### src/rtl/shift_sequencer_if.sv
// rtl/shift_sequencer_if.sv - command and result handshake bundle for the shift sequencer
interface shift_sequencer_if #(
    parameter int WIDTH = 8
);
    logic             cmd_valid;
    logic             cmd_ready;
    logic [2:0]       cmd_op;
    logic [2:0]       cmd_amt;
    logic [WIDTH-1:0] cmd_data;
    logic             res_valid;
    logic             res_ready;
    logic [WIDTH-1:0] res_data;
    logic             res_carry;
    logic             res_zero;

    modport master (
        output cmd_valid, cmd_op, cmd_amt, cmd_data, res_ready,
        input  cmd_ready, res_valid, res_data, res_carry, res_zero
    );

    modport slave (
        input  cmd_valid, cmd_op, cmd_amt, cmd_data, res_ready,
        output cmd_ready, res_valid, res_data, res_carry, res_zero
    );
endinterface

### src/rtl/shift_sequencer.sv
// rtl/shift_sequencer.sv - command front-end and post-mask stage for the 8-bit rotate-right barrel
module shift_sequencer #(
    parameter int WIDTH   = 8,
    parameter int BRL_LAT = 1
) (
    input  logic             clk,
    input  logic             reset,
    shift_sequencer_if.slave bus,
    output logic             brl_load,
    output logic [2:0]       brl_sel,
    output logic [WIDTH-1:0] brl_data,
    input  logic [WIDTH-1:0] brl_result,
    output logic             busy
);
    localparam logic [2:0] OP_RR  = 3'b000;
    localparam logic [2:0] OP_RL  = 3'b001;
    localparam logic [2:0] OP_SRL = 3'b010;
    localparam logic [2:0] OP_SLL = 3'b011;
    localparam logic [2:0] OP_SRA = 3'b100;
    localparam logic [1:0] LAT_INIT = 2'(BRL_LAT);

    typedef enum logic [1:0] {S_IDLE, S_ISSUE, S_WAIT, S_DONE} state_t;

    state_t           state;
    state_t           state_nxt;
    logic             accept;
    logic             capture;
    logic [2:0]       op_q;
    logic [2:0]       amt_q;
    logic [1:0]       cnt;
    logic [2:0]       sel_c;
    logic [2:0]       neg_amt;
    logic [2:0]       right_idx;
    logic [WIDTH-1:0] mask_hi;
    logic [WIDTH-1:0] mask_lo;
    logic [WIDTH-1:0] masked;
    logic             carry_c;
    logic [WIDTH-1:0] res_data_q;
    logic             res_carry_q;
    logic             res_zero_q;

    // Control strobes decode straight from the state flop so they are glitch-free and reset to idle values
    assign bus.cmd_ready = (state == S_IDLE);
    assign brl_load      = (state == S_ISSUE);
    assign bus.res_valid = (state == S_DONE);
    assign busy          = (state != S_IDLE);
    assign bus.res_data  = res_data_q;
    assign bus.res_carry = res_carry_q;
    assign bus.res_zero  = res_zero_q;

    // State register
    always_ff @(posedge clk) begin
        if (!reset) begin
            state <= S_IDLE;
        end else begin
            state <= state_nxt;
        end
    end

    // Next-state logic; accept and capture are the two datapath load enables
    always_comb begin
        state_nxt = state;
        accept    = 1'b0;
        capture   = 1'b0;
        case (state)
            S_IDLE: begin
                if (bus.cmd_valid) begin
                    accept    = 1'b1;
                    state_nxt = S_ISSUE;
                end
            end
            S_ISSUE: state_nxt = S_WAIT;
            S_WAIT: begin
                if (cnt == 2'd1) begin
                    capture   = 1'b1;
                    state_nxt = S_DONE;
                end
            end
            S_DONE: begin
                if (bus.res_ready) begin
                    state_nxt = S_IDLE;
                end
            end
            default: state_nxt = S_IDLE;
        endcase
    end

    // Left rotates are done on the right-only barrel by rotating right by (8-n) mod 8
    always_comb begin
        sel_c = 3'd0;
        case (bus.cmd_op)
            OP_RR, OP_SRL, OP_SRA: sel_c = bus.cmd_amt;
            OP_RL, OP_SLL:         sel_c = 3'd0 - bus.cmd_amt;
            default:               sel_c = 3'd0;
        endcase
    end

    // Post-mask the rotated value and pick the last bit shifted out of the original operand
    always_comb begin
        neg_amt   = 3'd0 - amt_q;
        right_idx = amt_q - 3'd1;
        mask_hi   = ~({WIDTH{1'b1}} >> amt_q);
        mask_lo   = ~({WIDTH{1'b1}} << amt_q);
        masked    = brl_result;
        carry_c   = 1'b0;
        case (op_q)
            OP_RR: begin
                carry_c = (amt_q != 3'd0) && brl_data[right_idx];
            end
            OP_RL: begin
                carry_c = (amt_q != 3'd0) && brl_data[neg_amt];
            end
            OP_SRL: begin
                masked  = brl_result & ~mask_hi;
                carry_c = (amt_q != 3'd0) && brl_data[right_idx];
            end
            OP_SRA: begin
                masked  = brl_data[WIDTH-1] ? (brl_result | mask_hi) : (brl_result & ~mask_hi);
                carry_c = (amt_q != 3'd0) && brl_data[right_idx];
            end
            OP_SLL: begin
                masked  = brl_result & ~mask_lo;
                carry_c = (amt_q != 3'd0) && brl_data[neg_amt];
            end
            default: begin
                masked  = brl_result;
                carry_c = 1'b0;
            end
        endcase
    end

    // Command latch, barrel drive registers, latency counter and result registers
    always_ff @(posedge clk) begin
        if (!reset) begin
            op_q        <= 3'd0;
            amt_q       <= 3'd0;
            brl_sel     <= 3'd0;
            brl_data    <= '0;
            cnt         <= 2'd0;
            res_data_q  <= '0;
            res_carry_q <= 1'b0;
            res_zero_q  <= 1'b0;
        end else begin
            if (accept) begin
                op_q     <= bus.cmd_op;
                amt_q    <= bus.cmd_amt;
                brl_data <= bus.cmd_data;
                brl_sel  <= sel_c;
            end
            if (state == S_ISSUE) begin
                cnt <= LAT_INIT;
            end else if (state == S_WAIT) begin
                cnt <= cnt - 2'd1;
            end
            if (capture) begin
                res_data_q  <= masked;
                res_carry_q <= carry_c;
                res_zero_q  <= (masked == '0);
            end
        end
    end
endmodule

### src/flat_wrapper.sv
// flat-port wrapper written by rule: the top's interface ports become plain ports
module shift_sequencer_flat 
#(
    parameter int WIDTH   = 8,
    parameter int BRL_LAT = 1
)
  (clk, reset, brl_load, brl_sel, brl_data, brl_result, busy, bus_cmd_valid, bus_cmd_op, bus_cmd_amt, bus_cmd_data, bus_res_ready, bus_cmd_ready, bus_res_valid, bus_res_data, bus_res_carry, bus_res_zero);
  shift_sequencer_if #(.WIDTH(WIDTH)) bus_i ();
  input  logic clk;
  input  logic reset;
  output logic brl_load;
  output logic [2:0] brl_sel;
  output logic [WIDTH-1:0] brl_data;
  input  logic [WIDTH-1:0] brl_result;
  output logic busy;
  input wire logic [$bits(bus_i.cmd_valid)-1:0] bus_cmd_valid;
  input wire logic [$bits(bus_i.cmd_op)-1:0] bus_cmd_op;
  input wire logic [$bits(bus_i.cmd_amt)-1:0] bus_cmd_amt;
  input wire logic [$bits(bus_i.cmd_data)-1:0] bus_cmd_data;
  input wire logic [$bits(bus_i.res_ready)-1:0] bus_res_ready;
  output wire logic [$bits(bus_i.cmd_ready)-1:0] bus_cmd_ready;
  output wire logic [$bits(bus_i.res_valid)-1:0] bus_res_valid;
  output wire logic [$bits(bus_i.res_data)-1:0] bus_res_data;
  output wire logic [$bits(bus_i.res_carry)-1:0] bus_res_carry;
  output wire logic [$bits(bus_i.res_zero)-1:0] bus_res_zero;
  assign bus_i.cmd_valid = bus_cmd_valid;
  assign bus_i.cmd_op = bus_cmd_op;
  assign bus_i.cmd_amt = bus_cmd_amt;
  assign bus_i.cmd_data = bus_cmd_data;
  assign bus_i.res_ready = bus_res_ready;
  assign bus_cmd_ready = bus_i.cmd_ready;
  assign bus_res_valid = bus_i.res_valid;
  assign bus_res_data = bus_i.res_data;
  assign bus_res_carry = bus_i.res_carry;
  assign bus_res_zero = bus_i.res_zero;
  shift_sequencer #(.WIDTH(WIDTH), .BRL_LAT(BRL_LAT)) u_core (.clk(clk), .reset(reset), .bus(bus_i), .brl_load(brl_load), .brl_sel(brl_sel), .brl_data(brl_data), .brl_result(brl_result), .busy(busy));
endmodule
### config.mk
export PLATFORM = sky130hd
export DESIGN_NAME = shift_sequencer_flat
export DESIGN_NICKNAME = d
export VERILOG_FILES = /design/src/rtl/shift_sequencer_if.sv /design/src/rtl/shift_sequencer.sv /design/src/flat_wrapper.sv
export SDC_FILE = /design/constraint.sdc
export NUM_CORES = 1
export LEC_CHECK = 0
export ABC_CLOCK_PERIOD_IN_PS = 2250
export BUFFER_PORTS_ARGS = -buffer_cell sky130_fd_sc_hd__clkbuf_2
export CAP_MARGIN = 20
export CORE_ASPECT_RATIO = 0.7
export CORE_MARGIN = 1.5
export CORE_UTILIZATION = 25
export CTS_CLUSTER_DIAMETER = 50
export DETAILED_ROUTE_END_ITERATION = 6
export MAX_ROUTING_LAYER = met4
export PLACE_DENSITY = 0.42
export SLEW_MARGIN = 5
export SYNTH_ARGS = -nofsm -noshare
export SYNTH_HDL_FRONTEND = slang
export SYNTH_SLANG_ARGS = --single-unit
### constraint.sdc
create_clock -name clk -period 2.25 [get_ports clk]
set_clock_uncertainty 0.15 [all_clocks]
set_input_delay 0.45 -clock clk [delete_from_list [all_inputs] [get_ports clk]]
set_output_delay 0.45 -clock clk [all_outputs]
set_load 0.005 [all_outputs]
### Word level (Yosys, flattened, before mapping)

Index checks and enable logic that the tools add are counted.
Widths: inputs -> output; s select.

* latch bits: 0
* input port bits: 26
* memories: 0
* output and inout bits: 25
* RAM bits: 0
* logic and storage cells: 74
* bits in read-only memories: 0
* register bits after elaboration: 31

* div/mod/pow operators: 0
* $lt $le $gt $ge: 2
* reduce and logical (&&, ||, !) cells: 15
* bitwise gates (word level): 8
* equality and inequality tests: 15
* mux-type cells: 18
* $add $sub $neg: 4
* multiply operators: 0
* shift operators: 2

Operators by type and width (count)
* $not 8->8: 4
* $pmux 8 s3: 1
* $and 8x8->8: 2
* $eq 3x2->1 const B: 4
* $logic_not 8->1: 1
* $lt 3x4->1 const B: 2
* $mux 1: 8
* $mux 8: 1
* $or 8x8->8: 1
* $pmux 2 s4: 1
* $shl 8x3->8 const A: 1
* $shr 8x3->8 const A: 1
* $bmux 1 s3: 2
* $eq 3x1->1 const B: 2
* $eq 3x3->1 const B: 2
* $logic_not 3->1: 2
* $mux 2: 3
* $pmux 3 s2: 1
* $reduce_or 2->1: 3
* $reduce_or 3->1: 2
* $sub 1x3->3 const A: 2
* $eq 2x1->1 const B: 2
* $eq 2x2->1 const B: 2
* $ne 2x2->1 const B: 2
* 10 further kinds: 12

### Depth between registers and ports, before layout

Gate-level depths: netlist of the first run.

* depth in word-level cells: 7
* mapped depth: 10
* gate-level depth less buffers: 9

### Worst setup path before layout of the first run

Ideal clock, no wire load.

* path type: flip-flop to flip-flop
* from: reg u_core.amt_q[0]
* to: reg u_core.res_zero_q (netlist: u_core.bus.res_zero)
* data arrival time: 2.136 ns
* setup slack: -0.132 ns
* library setup time: 0.096 ns
* stages on the path, launching flop included: 11
* clock period less this slack: 2.382 ns
* buffers on the path: 1
* data required time: 2.004 ns
* cell sequence: dfxtp_1 > clkbuf_1 > inv_1 > ha_1 > inv_1 > ha_1 > inv_1 > o311ai_1 > nand2_1 > or3_1 > o41ai_2

* word-level cells in the longest chain between the ends: 7
* elaborated cells between the ends (all ways): 12
* those cells by class: 2 x shift; 2 x mux; 7 x bitwise; 1 x reduce/logical

Ends and longest elaborated chain
* start: declaration: line shift_sequencer.sv:29 `logic [2:0] amt_q;`
* start signal: assignment: line shift_sequencer.sv:146 `amt_q <= bus.cmd_amt;`
* $shr 8x3->8: line shift_sequencer.sv:102 `mask_hi = ~({WIDTH{1'b1}} >> amt_q);`
* $not 8->8: line shift_sequencer.sv:102
* $not 8->8: line shift_sequencer.sv:114, shift_sequencer.sv:118
* $and 8x8->8: line shift_sequencer.sv:114, shift_sequencer.sv:118
* $mux 8: line shift_sequencer.sv:118 `masked = brl_data[WIDTH-1] ? (brl_result | mask_hi) : (brl_result & ~mask_hi);`
* $pmux 8 s3 (*): line shift_sequencer.sv:106 `case (op_q)`
* $logic_not 8->1 (*): line shift_sequencer.sv:158 `res_zero_q <= (masked == '0);`
* end signal: assignment: line shift_sequencer.sv:158
* end: declaration: line shift_sequencer.sv:40 `logic res_zero_q;`

Mark *: on every way between the ends. The rest lies on a longest branch, timed or not.
A chain may end at the register's enable or synchronous reset.

### Final worst setup path of the first run

* from: reg u_core.op_q[1]
* to: reg u_core.res_zero_q (netlist: u_core.bus.res_zero)

* word-level cells in the longest chain between the ends: 3
* elaborated cells between the ends (all ways): 5
* those cells by class: 3 x eq/ne; 1 x mux; 1 x reduce/logical

Ends and longest elaborated chain
* start: declaration: line shift_sequencer.sv:28 `logic [2:0] op_q;`
* start signal: assignment: line shift_sequencer.sv:145 `op_q <= bus.cmd_op;`
* $eq 3x2->1 or $eq 3x3->1 (tied branches): line shift_sequencer.sv:106
* $pmux 8 s3 (*): line shift_sequencer.sv:106
* $logic_not 8->1 (*): line shift_sequencer.sv:158

Marks and branches as above.

==> impl_metrics.ini, run 1 <==
[grt]
first_global_vias = 1608
grt_util_all_layers = 0.136
grt_max_degree = 22
grt_antenna_before_repair = 0
grt_first_pass_wirelength_mm = 8.04
gr-total-overflow = 0

[clocking]
path_clk_slew_ns = 0.07
clk_path_buf_depth = 2
cts_made_buffers = 5
tritoncts = done
cts_hold_buf = 0
postCtsSetupRepairBufs = 0
clkLatencyLatePin_ns = 0.29
cts.repair.resized = 0
cts-root-buf = clkbuf_8
cts.htree.levels = 2
numClockSinks = 31

[final_layout]
utilization = 0.323
antennaDiodeCount = 0
final_common_cell = clkbuf_2
drive_above_1_share = 0.282
final_net_count = 316
mostFrequentLayoutCells = 50 x clkbuf_2, 48 x nand2_1, 31 x dfxtp_1
area_growth_pct = 25.1
nFillCells = 800
fin_area_um2 = 2370

[floorplanning]
die_h_um = 75.8
coreArea_um2 = 7320
die_w_um = 107
core.rowCount = 26
dieArea_um2 = 8100
initial_core_util = 0.258
pin_count = 51

[synth]
synth_largest_area_cell = dfxtp_1
synth_area_leaders = dfxtp_1 33%, nand2_1 9.5%, ha_1 7.3%
yosys_warnings = 0
syn_inst = 224
synth_top_cell_area_share = 0.328
synth_edf_count = 0
syn_area_um2 = 1890
netlist-cell-type-count = 49
ys_ff_latch = 31
synth_area_per_cell_um2 = 8.44
synth_flop_cell = dfxtp_1
ys_seq_area_frac = 0.328
async_flop_share = 0
synth_nets = 261

[power]
p_int_mw = 1.30
sw_frac_of_total = 0.375
p_seq_frac = 0.349
power.switching_mw = 0.781
vdd_drop_max_mv = 0.514
power_leakage_nw = 1.04
p_comb_frac = 0.404
pwr_density_cell_nw_per_um2 = 879
finalPower_mw = 2.08
pwr-share-clk = 0.247

[critical_path]
endpoint_kind = flip-flop
cp_max_fo = 10
crit_required_ns = 2.30
worstSetupPathType = reg -> reg
r2r_slack_ns = 0.16
cp-start-kind = flip-flop
worstPathArrival_ns = 2.13

[sta]
period_needed_ns = 2.09
fmax_ghz = 0.479
fin_crit_sh = 0.927
max_slew.worst_pin.slew_ns = 0.559
slew_viol_final = 0
setup_viol_count_final = 0
max-slew-margin-rel = 0.627
rsz0062_at_grt = false
layout_setup_ws_ns = 0.164
finalHoldViolations = 0
finalSetupTns_ns = 0

[routing]
route.detailed.wl_per_inst_um = 13.2
routed_wl_mm = 4.99
drt_first_pass_iters = 4
avgViaCountPerCell = 4.54
drc_errors = 0
dr_total_vias = 1718
drtIter0Drc = 66
ant_nets = 0

[placement]
globalplace.congestion = 0.749
place_ws_ns = 0.0701
placed_area_um2 = 2260
port_buffers = 50
dp_hpwl_mm = 3.79

[run]
cap_violations = 0

[run_status]
status = completed

[worst_hold_path]
hold_class = in -> reg
==> critical path, cell delays in order (launching register included) <==
cell and delay [ns]:
dfxtp_1 0.36, buf_4 0.18, and4bb_2 0.30, o221ai_1 0.20
o21ai_0 0.16, or2_2 0.33, o41ai_2 0.32
==> layer usage <==
layer  vias up  track usage  part of all wire
met5         -            -                 0
met4         0       0.0356            0.0074
met3         5       0.0359             0.042
met2        47        0.172              0.36
met1       771        0.204              0.59
li1        895            -                 -
==> stage by stage <==
step	cells	hold WS, ns
2_1_floorplan	224	0.288
3_3_place_gp	370	0.307
3_5_place_dp	370	0.313
4_1_cts	378	0.227
5_1_grt	378	0.237
6_report	378	0.242
==> registers in the layout, indices dropped and copies added (netlist names) <==
signal	count
u_core.bus.res_data	8
u_core.op_q	3
u_core.bus.res_carry	1
u_core.cnt	2
u_core.bus.res_zero	1
u_core.state	2
u_core.amt_q	3
u_core.brl_sel	3
u_core.brl_data	8
==> synth_stat cells (all sizes together) (2+ instances only) <==
cell and count:
nor3b 4, dfxtp 31, or3 2, a31oi 2, clkbuf 8, inv 14, buf 3, nor2 9
nand2b 2, nand2 48, nand4b 2, nor3 5, o21ai 13, and3 2, a21boi 18, and2 3
nor2b 5, ha 11, nand3 5, o31ai 2, mux4 4, a21oi 4, mux2i 2, o211a 3
a211oi 2
==> worst paths after layout <==
path                            end  depth (start not counted)              startpoint
min              u_core.brl_data[0]                          3         bus_cmd_data[0]
max             u_core.bus.res_zero                          6          u_core.op_q[1]
max reg2reg     u_core.bus.res_zero                          6          u_core.op_q[1]
min reg2reg  u_core.bus.res_data[2]                          2  u_core.bus.res_data[2]
==> power by group through the flow <==
stage | Sequential (mW) | Clock (mW) | Combinational, mW
after floorplan | 0.736 | 0 | 0.569
after global placement | 0.740 | 0 | 0.851
after detailed placement | 0.740 | 0 | 0.850
after CTS | 0.726 | 0.534 | 0.853
after global routing | 0.743 | 0.550 | 0.961
final | 0.726 | 0.514 | 0.841
==> area by class of cell <==
type / count / area, um2 / share of cell area
Clock inverter: 1 / 7.51 / 0.00317
Timing Repair Buffer: 60 / 325 / 0.137
Sequential cell: 31 / 621 / 0.262
Inverter: 14 / 52.6 / 0.0222
Clock buffer: 7 / 96.3 / 0.0407
Multi-Input combinational cell: 167 / 1140 / 0.482
Tap cell: 98 / 123 / 0.0518
==> kinds of logic after synthesis <==
kind of cell / count (synthesis) / synth area share
AOI/OAI and AO/OA: 53 / 0.203
xor gates and xnor gates: 1 / 0.00861
adders and majority gates: 11 / 0.0728
buffers and inverters: 26 / 0.0735
DFF: 31 / 0.328
muxes: 6 / 0.0622
and+or+nand+nor: 96 / 0.251
Note: power is estimated with default switching activity, not from simulation.
==> run 2: changes to the inputs <==
--- a/config.mk
+++ b/config.mk
@@ -11,9 +11,8 @@
 export CORE_ASPECT_RATIO = 0.7
 export CORE_MARGIN = 1.5
 export CORE_UTILIZATION = 25
-export CTS_CLUSTER_DIAMETER = 50
+export CTS_CLUSTER_DIAMETER = 30
 export DETAILED_ROUTE_END_ITERATION = 6
-export MAX_ROUTING_LAYER = met4
 export PLACE_DENSITY = 0.42
 export SLEW_MARGIN = 5
 export SYNTH_ARGS = -nofsm -noshare
==> run 2 against run 1 <==
Sequential cell count is the same. Die area unchanged. Cell count stayed put. Critical path depth unchanged. Cell area unchanged. Critical endpoint unchanged.
==> impl_metrics.ini, run 2 (synthesis results as in run 1) <==
[sta]
finalSetupTns_ns = 0
layout_setup_ws_ns = 0.160
rsz0062_at_grt = false
hold_ws_ns = 0.240
setup_viol_count_final = 0
max-slew-margin-rel = 0.633
finalHoldViolations = 0
fin_crit_sh = 0.929
period_needed_ns = 2.09
slew_viol_final = 0
fmax_ghz = 0.478
max_slew.worst_pin.slew_ns = 0.549

[critical_path]
r2r-start = u_core.op_q[1]
crit_path_end = u_core.bus.res_zero
crit_required_ns = 2.30
cp-start-kind = flip-flop
startpoint = u_core.op_q[1]
cp_max_fo = 10
worstSetupPathType = reg -> reg
timing.rr.end = u_core.bus.res_zero
reg2reg_depth = 6
worstPathArrival_ns = 2.14
r2r_slack_ns = 0.16
endpoint_kind = flip-flop

[clocking]
cts_made_buffers = 5
clk_path_buf_depth = 2
tritoncts = done
clkLatencyLatePin_ns = 0.29
numClockSinks = 31
cts.htree.levels = 2
path_clk_slew_ns = 0.07
cts-root-buf = clkbuf_8

[grt]
grt_antenna_before_repair = 0
grt_max_degree = 22
grt_util_all_layers = 0.132
first_global_vias = 1612
gr-total-overflow = 0
grt_first_pass_wirelength_mm = 8.04

[floorplanning]
core.rowCount = 26
dieArea_um2 = 8100
die_h_um = 75.8
pin_count = 51
coreArea_um2 = 7320
initial_core_util = 0.258
die_w_um = 107

[worst_hold_path]
hold_class = in -> reg

[run_status]
status = completed

[final_layout]
utilization = 0.323
final_net_count = 316
drive_above_1_share = 0.282
antennaDiodeCount = 0
area_growth_pct = 25.1
mostFrequentLayoutCells = 50 x clkbuf_2, 48 x nand2_1, 31 x dfxtp_1
final_common_cell = clkbuf_2
nFillCells = 800
fin_cells = 378

[routing]
drc_errors = 0
routed_wl_mm = 4.98
ant_nets = 0
drtIter0Drc = 61
dr_total_vias = 1722
drt_first_pass_iters = 4
avgViaCountPerCell = 4.56
route.detailed.wl_per_inst_um = 13.2

[power]
vdd_drop_max_mv = 0.511
pwr_density_cell_nw_per_um2 = 880
power_leakage_nw = 1.04

[placement]
port_buffers = 50
globalplace.congestion = 0.740
dp_hpwl_mm = 3.79
place_ws_ns = 0.0701
dpl.cell_count = 370

[run]
cap_violations = 0
[run 2: what timing repair did]
item                                    4_1_cts  5_1_grt
endpoints found under the setup margin        0        1
hold endpoints to repair                      0        0
hold buffers                                  0        0
gates resized for setup                       0        1
buffers inserted                              0        0
[run 2: worst min path at each step]
stage / cells past startpoint / end / from / slack, ns
2_1_floorplan: 1 / u_core.cnt[0] / u_core.cnt[0] / 0.29
3_3_place_gp: 2 / u_core.bus.res_data[5] / u_core.bus.res_data[5] / 0.31
3_5_place_dp: 2 / u_core.bus.res_data[5] / u_core.bus.res_data[5] / 0.31
4_1_cts: 3 / u_core.brl_data[0] / bus_cmd_data[0] / 0.23
5_1_grt: 3 / u_core.brl_data[0] / bus_cmd_data[0] / 0.24
6_report: 3 / u_core.brl_data[0] / bus_cmd_data[0] / 0.24
[run 2: area by class of cell]
cell class                 instances  area (um2)  area share
multi-input combinational        167        1140       0.482
sequential                        31         621       0.262
timing repair buffer              60         325       0.137
tap                               98         123      0.0518
clock buffer                       7        96.3      0.0407
inverter                          14        52.6      0.0222
clock inverter                     1        7.51     0.00317
[run 2: where the power goes]
| part | switching, mW | internal (mW) |
|---|---|---|
| registers | 0.0753 | 0.651 |
| logic | 0.469 | 0.371 |
| clock network | 0.237 | 0.279 |
[run 2: metrics by stage]
step,power [mW],cell area [um2]
5_1_grt,2.25,2370
2_1_floorplan,1.30,1900
4_1_cts,2.11,2360
3_3_place_gp,1.59,2260
3_5_place_dp,1.59,2260
6_report,2.08,2370
[run 2: layer usage]
| layer | global-route usage | up-vias | part of all wire |
|---|---|---|---|
| met5 | 0 | - | 0 |
| met1 | 0.203 | 773 | 0.59 |
| met3 | 0.0376 | 5 | 0.047 |
| met2 | 0.172 | 49 | 0.36 |
| met4 | 0.0356 | 0 | 0.0074 |
| li1 | - | 895 | - |
[run 2: critical path, stage by stage (launching register included)]
cell and delay (ns):
dfxtp_1 0.36, buf_4 0.18, and4bb_2 0.30, o221ai_1 0.20
o21ai_0 0.16, or2_2 0.33, o41ai_2 0.32
==> run 3: changes to the inputs <==
--- a/config.mk
+++ b/config.mk
@@ -10,10 +10,10 @@
 export CAP_MARGIN = 20
 export CORE_ASPECT_RATIO = 0.7
 export CORE_MARGIN = 1.5
-export CORE_UTILIZATION = 25
+export CORE_UTILIZATION = 47
 export CTS_CLUSTER_DIAMETER = 30
 export DETAILED_ROUTE_END_ITERATION = 6
-export PLACE_DENSITY = 0.42
+export PLACE_DENSITY = 0.72
 export SLEW_MARGIN = 5
 export SYNTH_ARGS = -nofsm -noshare
 export SYNTH_HDL_FRONTEND = slang
==> run 3 against run 2 <==
Worst hold slack improved by 0.015 ns. Combinational power decreased by 2.5%. Cell area decreased by 3.5%. Clock power decreased by 20%. Via count unchanged. Critical path type unchanged. Largest power group unchanged.
==> impl_metrics.ini, run 3 (synthesis results as in run 1) <==
[clocking]
cts_made_buffers = 5
cts.htree.levels = 2
clk_path_buf_depth = 2
path_clk_slew_ns = 0.06
postCtsSetupRepairBufs = 0
numClockSinks = 31
cts_hold_buf = 0
clkLatencyLatePin_ns = 0.27
cts.repair.resized = 0
tritoncts = done
cts-root-buf = clkbuf_8

[sta]
hold_ws_ns = 0.255
finalHoldViolations = 0
fin_crit_sh = 0.949
setup_viol_count_final = 0
rsz0062_at_grt = false
finalSetupTns_ns = 0
fmax_ghz = 0.468
period_needed_ns = 2.14
max_slew.worst_pin.slew_ns = 0.515
max-slew-margin-rel = 0.656
slew_viol_final = 0

[worst_hold_path]
hold_class = in -> reg

[placement]
dp_hpwl_mm = 3.19
port_buffers = 50
globalplace.congestion = 0.829

[routing]
routed_wl_mm = 4.23
avgViaCountPerCell = 5.19
route.detailed.wl_per_inst_um = 12.7
drc_errors = 0
drt_first_pass_iters = 4
dr_total_vias = 1722
ant_nets = 0
drtIter0Drc = 126

[final_layout]
multiInputGateArea_um2 = 1140
final_net_count = 316
mostFrequentLayoutCells = 50 x clkbuf_2, 48 x nand2_1, 31 x dfxtp_1
drive_above_1_share = 0.271
seqCellArea_um2 = 621
antennaDiodeCount = 0
nFillCells = 375
area_growth_pct = 20.8
final_common_cell = clkbuf_2

[power]
pwr_density_cell_nw_per_um2 = 860
power_leakage_nw = 1.03
vdd_drop_max_mv = 0.604

[critical_path]
cp_max_fo = 3
cp-start-kind = flip-flop
endpoint_kind = flip-flop
worstPathArrival_ns = 2.17
worstSetupPathType = reg -> reg
crit_required_ns = 2.28

[floorplanning]
pin_count = 51
die_h_um = 56.1
initial_core_util = 0.485
die_w_um = 78.8
coreArea_um2 = 3900
core.rowCount = 19
dieArea_um2 = 4420

[grt]
grt_first_pass_wirelength_mm = 7.02
grt_max_degree = 21
grt_util_all_layers = 0.205
first_global_vias = 1528
grt_antenna_before_repair = 0
gr-total-overflow = 0

[run_status]
status = completed

[run]
cap_violations = 0
[run 3: changes by cell type in the layout (fill, tap and decap cells not counted), sizes merged]
cell	before	now
clkinv	0	1
clkinvlp	1	0
[run 3: critical path, cell delays in order, from the launching register on]
cell	delay, ns
dfxtp_1	0.33
inv_1	0.05
ha_1	0.22
inv_1	0.06
ha_1	0.17
inv_1	0.06
o311ai_2	0.24
nand2_1	0.08
or3_1	0.36
o41ai_2	0.32
[run 3: final cells by class]
cell class              instances  share of cell area
repair buffers                 60               0.142
clock inverters                 1             0.00219
flip-flops and latches         31               0.272
well taps                      52              0.0285
inverters                      14              0.0230
multi-input cells             167               0.499
clock buffers                   7              0.0334
[run 3: per-layer routing]
metal  global-route usage  vias up  part of all wire
met4               0.0689        0             0.012
met3               0.0574        4             0.055
met1                0.292      773              0.51
met2                0.297       55              0.42
met5                    0        -                 0
li1                     -      890                 -
[run 3: path summary, 6_finish.rpt]
kind | slack (ns) | end | cells past startpoint | start
setup / recovery | 0.11 | u_core.bus.res_zero | 9 | u_core.amt_q[0]
hold / removal | 0.26 | u_core.brl_data[3] | 3 | bus_cmd_data[3]
setup reg to reg | 0.11 | u_core.bus.res_zero | 9 | u_core.amt_q[0]
hold reg to reg | 0.31 | u_core.bus.res_data[2] | 2 | u_core.bus.res_data[2]
[run 3: power breakdown]
| group | switching (mW) | internal, mW | leakage, nW | total, mW |
|---|---|---|---|---|
| Clock | 0.197 | 0.217 | 0.0422 | 0.414 |
| Sequential | 0.0798 | 0.651 | 0.253 | 0.731 |
| Combinational | 0.449 | 0.370 | 0.737 | 0.819 |
| Total | 0.726 | 1.24 | 1.03 | 1.96 |
[run 3: per-stage QoR]
step	utilization	cell area [um2]	setup slack [ns]	power, mW	cells
after floorplan	-	1900	0.0292	1.30	224
after global placement	0.565	2200	0.159	1.54	324
after detailed placement	0.565	2200	0.0958	1.56	324
after CTS	0.586	2280	0.0696	1.98	332
after global routing	0.586	2280	0.0238	2.13	332
final	0.586	2280	0.114	1.96	332
